==> config.mk <==
export PLATFORM = sky130hd
export DESIGN_NAME = keypad_scanner_param_flat
export DESIGN_NICKNAME = d
export VERILOG_FILES = /design/src/rtl/keypad_scanner_param_if.sv /design/src/rtl/keypad_scanner_param.sv /design/src/flat_wrapper.sv
export SDC_FILE = /design/constraint.sdc
export NUM_CORES = 1
export LEC_CHECK = 0
export ABC_AREA = 1
export CORE_MARGIN = 2
export CORE_UTILIZATION = 45
export CTS_CLUSTER_DIAMETER = 80
export CTS_CLUSTER_SIZE = 8
export DETAILED_ROUTE_END_ITERATION = 7
export PLACE_DENSITY = 0.62
export SETUP_SLACK_MARGIN = 0.05
export SLEW_MARGIN = 10
export SYNTH_ARGS = -nofsm -noshare
export SYNTH_HDL_FRONTEND = slang
export SYNTH_SLANG_ARGS = --single-unit
==> constraint.sdc <==
create_clock -name clk -period 2.9 [get_ports clk]
set_clock_uncertainty 0.05 [all_clocks]
set_input_delay 0.29 -clock clk [delete_from_list [all_inputs] [get_ports clk]]
set_output_delay 0.29 -clock clk [all_outputs]
set_load 0.01 [all_outputs]
==> src/rtl/keypad_scanner_param_if.sv <==
`default_nettype none
// =============================================================================
// Module  : keypad_scanner_param_if
// Brief   : Keypad pin and key-event bundle between scanner and its consumer.
// Rev     : 1.0  initial release
// =============================================================================
interface keypad_scanner_param_if #(
  parameter int ROWS = 4,
  parameter int COLS = 4
);
  localparam int KW = $clog2(ROWS * COLS);

  logic            enable;
  logic [ROWS-1:0] rows_in;
  logic [COLS-1:0] cols_out;
  logic [KW-1:0]   key_code;
  logic            key_valid;
  logic            key_held;
  logic            multi_err;

  modport master (
    input  enable, rows_in,
    output cols_out, key_code, key_valid, key_held, multi_err
  );

  modport slave (
    output enable, rows_in,
    input  cols_out, key_code, key_valid, key_held, multi_err
  );
endinterface
`default_nettype wire

==> src/rtl/keypad_scanner_param.sv <==
`default_nettype none
// =============================================================================
// Module  : keypad_scanner_param
// Brief   : ROWS x COLS keypad scanner with frame debounce and multi-key detect.
// Rev     : 1.0  initial release
// =============================================================================
module keypad_scanner_param #(
  parameter int ROWS     = 4,
  parameter int COLS     = 4,
  parameter int SCAN_DIV = 1000,
  parameter int DEBOUNCE = 4
) (
  input  logic                   clk,
  input  logic                   reset,
  keypad_scanner_param_if.master kp
);
  localparam int KW  = $clog2(ROWS * COLS);
  localparam int CW  = $clog2(COLS);
  localparam int DW  = $clog2(SCAN_DIV);
  localparam int DBW = $clog2(DEBOUNCE + 1);

  localparam logic [DW-1:0]   c_dwell_last = DW'(SCAN_DIV - 1);
  localparam logic [CW-1:0]   c_col_last   = CW'(COLS - 1);
  localparam logic [DBW-1:0]  c_db_max     = DBW'(DEBOUNCE);
  localparam logic [DBW-1:0]  c_db_one     = DBW'(1);
  localparam logic [COLS-1:0] c_col_one    = COLS'(1);

  typedef enum logic [2:0] {
    S_IDLE       = 3'd0,
    S_RELEASED   = 3'd1,
    S_PRESS_DB   = 3'd2,
    S_PRESSED    = 3'd3,
    S_RELEASE_DB = 3'd4
  } state_t;

  state_t          r_state, w_state_next;
  logic [ROWS-1:0] r_rows_meta, r_rows_sync;
  logic [CW-1:0]   r_col;
  logic [DW-1:0]   r_dwell;
  logic [1:0]      r_acc_cnt;
  logic [KW-1:0]   r_acc_code;
  logic [DBW-1:0]  r_db_cnt, w_db_next, w_db_inc;
  logic [KW-1:0]   r_cand, w_cand_next;
  logic [KW-1:0]   r_key_code, w_code_next;
  logic            r_key_valid, w_valid_next;
  logic            r_key_held, w_held_next;
  logic            r_multi_err, w_multi_next;

  logic [1:0]      w_col_cnt, w_tot_cnt;
  logic [2:0]      w_sum;
  logic [KW-1:0]   w_tot_code;
  logic            w_sample, w_frame_done;
  logic            w_res_none, w_res_single, w_res_multi;

  always_ff @(posedge clk) begin
    if (reset) begin
      r_rows_meta <= '0;
      r_rows_sync <= '0;
    end else begin
      r_rows_meta <= kp.rows_in;
      r_rows_sync <= r_rows_meta;
    end
  end

  assign w_sample     = (r_state != S_IDLE) && (r_dwell == c_dwell_last);
  assign w_frame_done = w_sample && (r_col == c_col_last);

  // Hits in the column being sampled, merged into the running frame tally.
  always_comb begin
    w_col_cnt  = 2'd0;
    w_tot_code = r_acc_code;
    for (int r = 0; r < ROWS; r++) begin
      if (r_rows_sync[r]) begin
        if (w_col_cnt != 2'd2) w_col_cnt = w_col_cnt + 2'd1;
        w_tot_code = KW'(r * COLS) + KW'(r_col);
      end
    end
  end

  assign w_sum     = {1'b0, r_acc_cnt} + {1'b0, w_col_cnt};
  assign w_tot_cnt = (w_sum >= 3'd2) ? 2'd2 : w_sum[1:0];

  assign w_res_none   = w_frame_done && (w_tot_cnt == 2'd0);
  assign w_res_single = w_frame_done && (w_tot_cnt == 2'd1);
  assign w_res_multi  = w_frame_done && (w_tot_cnt == 2'd2);

  // Scan position and frame tally; held at zero whenever not actively scanning.
  always_ff @(posedge clk) begin
    if (reset || !kp.enable || r_state == S_IDLE) begin
      r_col      <= '0;
      r_dwell    <= '0;
      r_acc_cnt  <= 2'd0;
      r_acc_code <= '0;
    end else if (w_sample) begin
      r_dwell <= '0;
      r_col   <= (r_col == c_col_last) ? '0 : r_col + CW'(1);
      if (w_frame_done) begin
        r_acc_cnt  <= 2'd0;
        r_acc_code <= '0;
      end else begin
        r_acc_cnt  <= w_tot_cnt;
        r_acc_code <= w_tot_code;
      end
    end else begin
      r_dwell <= r_dwell + DW'(1);
    end
  end

  assign w_db_inc = r_db_cnt + c_db_one;

  always_comb begin
    w_state_next = r_state;
    w_db_next    = r_db_cnt;
    w_cand_next  = r_cand;
    w_code_next  = r_key_code;
    w_valid_next = 1'b0;
    w_held_next  = r_key_held;
    w_multi_next = 1'b0;

    if (!kp.enable) begin
      w_state_next = S_IDLE;
      w_db_next    = '0;
      w_held_next  = 1'b0;
    end else begin
      w_multi_next = w_res_multi && (r_state != S_IDLE);
      case (r_state)
        S_IDLE: begin
          w_state_next = S_RELEASED;
          w_db_next    = '0;
          w_held_next  = 1'b0;
        end
        S_RELEASED: begin
          if (w_res_single) begin
            w_cand_next = w_tot_code;
            w_db_next   = c_db_one;
            if (DEBOUNCE == 1) begin
              w_code_next  = w_tot_code;
              w_valid_next = 1'b1;
              w_held_next  = 1'b1;
              w_state_next = S_PRESSED;
            end else begin
              w_state_next = S_PRESS_DB;
            end
          end else if (w_res_multi) begin
            w_db_next = '0;
          end
        end
        S_PRESS_DB: begin
          if (w_res_single) begin
            if (w_tot_code == r_cand) begin
              w_db_next = w_db_inc;
              if (w_db_inc == c_db_max) begin
                w_code_next  = r_cand;
                w_valid_next = 1'b1;
                w_held_next  = 1'b1;
                w_state_next = S_PRESSED;
              end
            end else begin
              w_cand_next = w_tot_code;
              w_db_next   = c_db_one;
            end
          end else if (w_res_none || w_res_multi) begin
            w_db_next    = '0;
            w_state_next = S_RELEASED;
          end
        end
        S_PRESSED: begin
          if (w_res_none) begin
            w_db_next = c_db_one;
            if (DEBOUNCE == 1) begin
              w_held_next  = 1'b0;
              w_state_next = S_RELEASED;
            end else begin
              w_state_next = S_RELEASE_DB;
            end
          end
        end
        S_RELEASE_DB: begin
          if (w_res_none) begin
            w_db_next = w_db_inc;
            if (w_db_inc == c_db_max) begin
              w_held_next  = 1'b0;
              w_state_next = S_RELEASED;
            end
          end else if (w_res_single || w_res_multi) begin
            w_state_next = S_PRESSED;
          end
        end
        default: begin
          w_state_next = S_IDLE;
          w_held_next  = 1'b0;
        end
      endcase
    end
  end

  always_ff @(posedge clk) begin
    if (reset) begin
      r_state     <= S_IDLE;
      r_db_cnt    <= '0;
      r_cand      <= '0;
      r_key_code  <= '0;
      r_key_valid <= 1'b0;
      r_key_held  <= 1'b0;
      r_multi_err <= 1'b0;
    end else begin
      r_state     <= w_state_next;
      r_db_cnt    <= w_db_next;
      r_cand      <= w_cand_next;
      r_key_code  <= w_code_next;
      r_key_valid <= w_valid_next;
      r_key_held  <= w_held_next;
      r_multi_err <= w_multi_next;
    end
  end

  assign kp.cols_out  = (r_state == S_IDLE) ? '0 : (c_col_one << r_col);
  assign kp.key_code  = r_key_code;
  assign kp.key_valid = r_key_valid;
  assign kp.key_held  = r_key_held;
  assign kp.multi_err = r_multi_err;
endmodule
`default_nettype wire
==> src/flat_wrapper.sv <==
// flat-port wrapper written by rule: the top's interface ports become plain ports
module keypad_scanner_param_flat 
#(
  parameter int ROWS     = 4,
  parameter int COLS     = 4,
  parameter int SCAN_DIV = 1000,
  parameter int DEBOUNCE = 4
)
  (clk, reset, kp_enable, kp_rows_in, kp_cols_out, kp_key_code, kp_key_valid, kp_key_held, kp_multi_err);
  keypad_scanner_param_if #(.ROWS(ROWS), .COLS(COLS)) kp_i ();
  input  logic clk;
  input  logic reset;
  input wire logic [$bits(kp_i.enable)-1:0] kp_enable;
  input wire logic [$bits(kp_i.rows_in)-1:0] kp_rows_in;
  output wire logic [$bits(kp_i.cols_out)-1:0] kp_cols_out;
  output wire logic [$bits(kp_i.key_code)-1:0] kp_key_code;
  output wire logic [$bits(kp_i.key_valid)-1:0] kp_key_valid;
  output wire logic [$bits(kp_i.key_held)-1:0] kp_key_held;
  output wire logic [$bits(kp_i.multi_err)-1:0] kp_multi_err;
  assign kp_i.enable = kp_enable;
  assign kp_i.rows_in = kp_rows_in;
  assign kp_cols_out = kp_i.cols_out;
  assign kp_key_code = kp_i.key_code;
  assign kp_key_valid = kp_i.key_valid;
  assign kp_key_held = kp_i.key_held;
  assign kp_multi_err = kp_i.multi_err;
  keypad_scanner_param #(.ROWS(ROWS), .COLS(COLS), .SCAN_DIV(SCAN_DIV), .DEBOUNCE(DEBOUNCE)) u_core (.clk(clk), .reset(reset), .kp(kp_i));
endmodule
; ---- Word level (Yosys, flattened, before mapping)
; Cells that the tools add are included.
; W data, S select, Z words.
[classes]
muxes = 45
n_eq_ne = 27
addsub = 10
shift = 1
reduce_logical = 25
magnitude_cmp = 1
bitwise = 5
[ops]
columns = op, n
row1 = $mux W3, 16
row2 = $mux W4, 9
row3 = $pmux W3 S5, 2
row4 = $mux W2, 9
row5 = $reduce_and A5 Y1, 3
row6 = $ne A2 B1 Y1 const B, 7
row7 = $add A10 B1 Y10 const B, 1
row8 = $eq A10 B10 Y1 const B, 1
row9 = $ne A3 B1 Y1 const B, 3
row10 = $ne A3 B3 Y1 const B, 3
row11 = $pmux W4 S2, 1
row12 = $mux W1, 7
row13 = $reduce_and A7 Y1, 1
row14 = $add A2 B1 Y2 const B, 3
row15 = $eq A3 B2 Y1 const B, 2
row16 = $eq A3 B3 Y1 const B, 2
row17 = $logic_and A1 B1 Y1, 6
row18 = $ne A2 B2 Y1 const B, 3
row19 = $reduce_and A6 Y1, 1
row20 = $reduce_or A2 Y1, 3
row21 = $not A1 Y1, 5
row22 = $reduce_bool A5 Y1, 1
row23 = $reduce_or A5 Y1, 1
row24 = $add A3 B2 Y4 const A, 1
row25 = other kinds (19), 23
[totals]
reg_bits = 43
in_bits = 7
out_inout_bits = 11

; ---- Depth between registers and ports, before layout
[depth]
depth_word = 19
mapped_depth = 21
ltp_nobuf = 21

; ---- Worst setup path after synthesis
; No wires, ideal clock.
[synth_timing]
kind = register to register
startpoint = reg u_core.r_rows_sync[1]
endpoint = reg u_core.r_cand[3]
slack_ns = -0.211
setup_time_ns = 0.115
arrival_time_ns = 2.946
path_stages_with_launch = 19
path_cell_list = dfxtp_1 -> inv_1 -> ha_1 -> mux2i_1 -> ha_1 -> nand2_1 -> o21ai_0 -> ha_1 -> inv_1 -> fa_1 -> nand2_1 -> nor2_1 -> nand4_1 -> inv_2 -> nand2_2 -> nand2_4 -> nand2_1 -> o21ai_1 -> nor2_1
[synth_between]
elab_chain_len = 14
[synth_rtl]
columns = element, line_no
row1 = from (decl), keypad_scanner_param.sv:37  ; logic [ROWS-1:0] r_rows_meta, r_rows_sync;
row2 = from (signal assigned), keypad_scanner_param.sv:61  ; r_rows_sync <= r_rows_meta;
row3 = $mux W2, keypad_scanner_param.sv:73  ; if (r_rows_sync[r]) begin
row4 = $add A2 B1 Y2 or $ne A2 B2 Y1 (tied branches), keypad_scanner_param.sv:74  ; if (w_col_cnt != 2'd2) w_col_cnt = w_col_cnt + 2'd1;
row5 = $mux W2, keypad_scanner_param.sv:74
row6 = $mux W2, keypad_scanner_param.sv:73
row7 = $add A2 B1 Y2 or $ne A2 B2 Y1 (tied branches), keypad_scanner_param.sv:74
row8 = $mux W2, keypad_scanner_param.sv:74
row9 = $mux W2, keypad_scanner_param.sv:73
row10 = $add A2 B2 Y3, keypad_scanner_param.sv:80  ; assign w_sum = {1'b0, r_acc_cnt} + {1'b0, w_col_cnt};
row11 = $ge A3 B2 Y1, keypad_scanner_param.sv:81  ; assign w_tot_cnt = (w_sum >= 3'd2) ? 2'd2 : w_sum[1:0];
row12 = $mux W2, keypad_scanner_param.sv:81
row13 = $eq A2 B1 Y1, keypad_scanner_param.sv:84  ; assign w_res_single = w_frame_done && (w_tot_cnt == 2'd1);
row14 = $logic_and A1 B1 Y1, keypad_scanner_param.sv:84
row15 = $ne A2 B1 Y1 (no line), -
row16 = $reduce_and A5 Y1 (no line), -
row17 = to (signal assigned), keypad_scanner_param.sv:209  ; r_cand <= w_cand_next;
row18 = to (decl), keypad_scanner_param.sv:43  ; logic [KW-1:0] r_cand, w_cand_next;
; Several ways; a longest one is shown, not always the timed one. The select of a mux whose other input is x is not followed.
; A chain may end at the register's enable or synchronous reset.

; ---- Final worst setup path
; Ends and elaborated chain as after synthesis.

==> impl_metrics.json <==
{
  "status": "finished with violations",
  "violations": "negative setup slack",
  "maxCapViolCount": 0,
  "ant_nets": 0,
  "yosysWarnings": 0,
  "die_h_um": 77.20,
  "io_buffer_count": 17,
  "syn_area_um2": 2411,
  "crit_path_start_kind": "flop",
  "powerDensity_nw_per_um2": 436.3,
  "cp_num_buf_inv": 3,
  "start_util_pct": 46.91,
  "synth_mux_area_share_pct": 0.4152,
  "ctsHoldBuffers": 0,
  "first_global_vias": 1891,
  "power_frac_comb_pct": 21.9,
  "gp_congestion": 0.9382,
  "wirelength_um": 4945,
  "end_kind": "flop",
  "max_stage_delay_ps": 480,
  "rsz0062_at_grt": "yes",
  "fp-row-count": 26,
  "ys_seq_area_share_pct": 35.70,
  "clkPwrFrac_pct": 31.6,
  "cp.required_ps": 3060,
  "synth_top_family_by_area": "simple AND/OR/NAND/NOR gates",
  "drt_iter0_markers": 111,
  "antenna_found_initial": 0,
  "routed_via_density": 4.740,
  "critPathTopFamily": "adder cells",
  "hold_viol": 0,
  "fillers": 514,
  "clock-root-buffer": "clkbuf_8",
  "synth_simple_gate_area_share_pct": 37.26,
  "synth_area_leaders": "dfxtp_1 (36%), nand2_1 (9.0%), inv_1 (8.3%), nor2_1 (7.5%), ha_1 (6.2%)",
  "leakagePower_nw": 1.269,
  "crit_chain": "inv_4, ha_4, mux2i_4, ha_2, nand2_1, o21ai_1, ha_2, inv_2, fa_1, nand2_2, nor2_4, nand4_1, inv_2, nand2_2, nand2_4, nand2_4, o21ai_2, nor2_1",
  "synth_adder_area_share_pct": 7.058,
  "hold_class": "flop to flop",
  "power_frac_seq_pct": 46.5,
  "drc": 0,
  "seqCellArea_um2": 867.1,
  "relSlewSlack_pct": 59.92,
  "path_clk_slew_ps": 90,
  "clock-sinks": 43,
  "dp_cells": 428,
  "final-instance-count-excl-fill": 439,
  "areaGrowthSynthToFinish_pct": 26.15,
  "cp_max_fo": 7,
  "numCtsBuffers": 5,
  "worstMarginPinSlew_ps": 596.6,
  "track_usage_pct": 17.64,
  "swShare_pct": 31.04,
  "dpl_worst_slack_ps": -115.9,
  "boundaryPins": 18,
  "clk_latency_ps": 300,
  "cts_tree": "built",
  "dp_hpwl_um": 3651,
  "p_int_mw": 0.9152,
  "synth-xor-area-share_pct": 1.090,
  "grt_overflow": 0,
  "firstDrtPassIters": 4,
  "synth_compound_area_share_pct": 7.058,
  "yosysTopAreaCell": "dfxtp_1",
  "finalSetupViolations": 14,
  "multiInputGateArea_um2": 1441,
  "vias": 2081,
  "max_freq_ghz": 0.3355,
  "core_um2": 5140,
  "die-area_um2": 5959,
  "postLayoutCellArea_um2": 3042,
  "synth_flop_cell": "dfxtp_1",
  "drive_above_1_share_pct": 27.64,
  "synth-seq-cells": 43,
  "period_share_pct": 102.8,
  "utilization_pct": 59.18,
  "cp_slowest_cell": "fa_1",
  "worst_slack_ps": -80.85,
  "diodes": 0,
  "period_needed_ps": 2981,
  "synth_cell_types": 36,
  "synthTopCellsByCount": "nand2_1 (58), inv_1 (53), nor2_1 (48)",
  "nNetsFinal": 388,
  "wl_per_cell_um": 11.26,
  "async_flop_share_pct": 0,
  "syn_inst": 332,
  "power_switching_mw": 0.4119,
  "synth.net_count": 352,
  "arrival_ps": 3140,
  "netlist.area_leader.share_pct": 35.70,
  "grt_pass1_wl_um": 8521,
  "grt_max_degree": 15,
  "syn_area_per_cell_um2": 7.262,
  "drv_slew": 0,
  "fin_setup_tns_ps": -700.3,
  "critical_path_class": "flop to flop",
  "htree_levels": 2,
  "synth-edff-count": 0,
  "die_x_um": 77.20,
  "yosysMostFrequentCell": "nand2_1",
  "ir_drop_uv": 301.9,
  "placed_area_um2": 2758,
  "clockBufferDepth": 2
}
-- final timing paths --
kind                            slack (ps)                               end  depth (start not counted)                        startpoint
worst min register to register         350  u_core.r_rows_sync[1]$_SDFF_PP0_                          2  u_core.r_rows_meta[1]$_SDFF_PP0_
worst min-delay path                   350  u_core.r_rows_sync[1]$_SDFF_PP0_                          2  u_core.r_rows_meta[1]$_SDFF_PP0_
worst max-delay path                   -80     u_core.r_cand[3]$_SDFFE_PP0P_                         18  u_core.r_rows_sync[1]$_SDFF_PP0_
worst max register to register         -80     u_core.r_cand[3]$_SDFFE_PP0P_                         18  u_core.r_rows_sync[1]$_SDFF_PP0_
-- stage by stage --
stage | power, mW | hold WS [ps]
floorplan | 0.8099 | 328.7
global placement | 0.8742 | 332.9
detailed placement | 0.8773 | 337.7
CTS | 1.320 | 351.1
global route | 1.407 | 380.5
finish | 1.327 | 350.3
-- cell families (layout without fill, tap and decap cells) --
logic type / count (synthesis) / count (layout)
compound gates: 30 / 30
flops: 43 / 43
fa+ha+maj: 13 / 13
simple gates: 179 / 179
xor+xnor: 3 / 3
mux: 1 / 1
buf+inv: 63 / 100
-- power groups by stage --
stage,Sequential [mW],Clock (mW),Combinational [mW]
after global placement,0.630,0,0.244
after global routing,0.621,0.461,0.325
after detailed placement,0.631,0,0.246
after CTS,0.617,0.434,0.269
final,0.618,0.419,0.290
after floorplan,0.630,0,0.180
-- worst reg2reg max path, cell delays in order, from the launching register on --
cell,delay (ps)
dfxtp_4,370
inv_4,40
ha_4,230
mux2i_4,160
ha_2,190
nand2_1,50
o21ai_1,90
ha_2,190
inv_2,30
fa_1,480
nand2_2,100
nor2_4,150
nand4_1,140
inv_2,160
nand2_2,90
nand2_4,110
nand2_4,70
o21ai_2,150
nor2_1,50
-- final cells by class --
cell class / instances / share of cell area [%]
Multi-Input combinational cell: 226 / 47.39
Sequential cell: 43 / 28.51
Timing Repair Buffer: 34 / 10.70
Inverter: 58 / 7.281
Tap cell: 70 / 2.879
Clock buffer: 6 / 2.715
Clock inverter: 2 / 0.5348
-- per-layer routing --
metal	part of all wire, %	up-vias	global-route usage (%)
met1	50	938	23.49
met4	0.87	0	4.821
li1	-	1108	-
met3	3.5	4	4.000
met5	0	-	0
met2	46	31	28.70
-- timing repair --
action / 4_1_cts / 5_1_grt
setup endpoints to repair: 16 / 16
buffers inserted: 2 / 1
resized for setup: 15 / 27
pin swaps: 10 / 19
-- state kept, by name, indices dropped and copies added, names as in the netlist --
name and cells:
u_core.kp.key_code 4, u_core.r_rows_meta 4, u_core.r_acc_code 4, u_core.r_db_cnt 3, u_core.r_dwell 10, u_core.r_col 2, u_core.kp.multi_err 1, u_core.kp.key_valid 1
u_core.r_acc_cnt 2, u_core.r_cand 4, u_core.r_state 3, u_core.r_rows_sync 4, u_core.kp.key_held 1
-- placed cells by master (no fill, tap or decap), types with 2 or more instances in the layout --
cell type / Yosys / layout
inv_1: 53 / 50
nand3_2: 4 / 5
nor2_4: 5 / 9
nand3b_1: 2 / 2
o21ai_0: 5 / 3
a21oi_1: 14 / 12
nand2_4: 3 / 5
inv_2: 3 / 5
nand2_1: 58 / 48
clkbuf_8: 0 / 6
nand3_1: 24 / 22
nand4_1: 5 / 5
xor2_1: 2 / 2
nor3b_1: 2 / 2
ha_4: 0 / 2
nor2_2: 7 / 10
clkdlybuf4s50_1: 0 / 17
nand3_4: 2 / 3
o21ai_2: 2 / 6
dfxtp_2: 0 / 2
nor3_1: 7 / 7
nand2_2: 11 / 19
dfxtp_1: 43 / 40
a21oi_2: 1 / 3
nor2_1: 48 / 41
ha_1: 12 / 8
ha_2: 0 / 2
buf_4: 1 / 12
buf_6: 0 / 4
No activity file was read; power rests on OpenSTA's default activity.
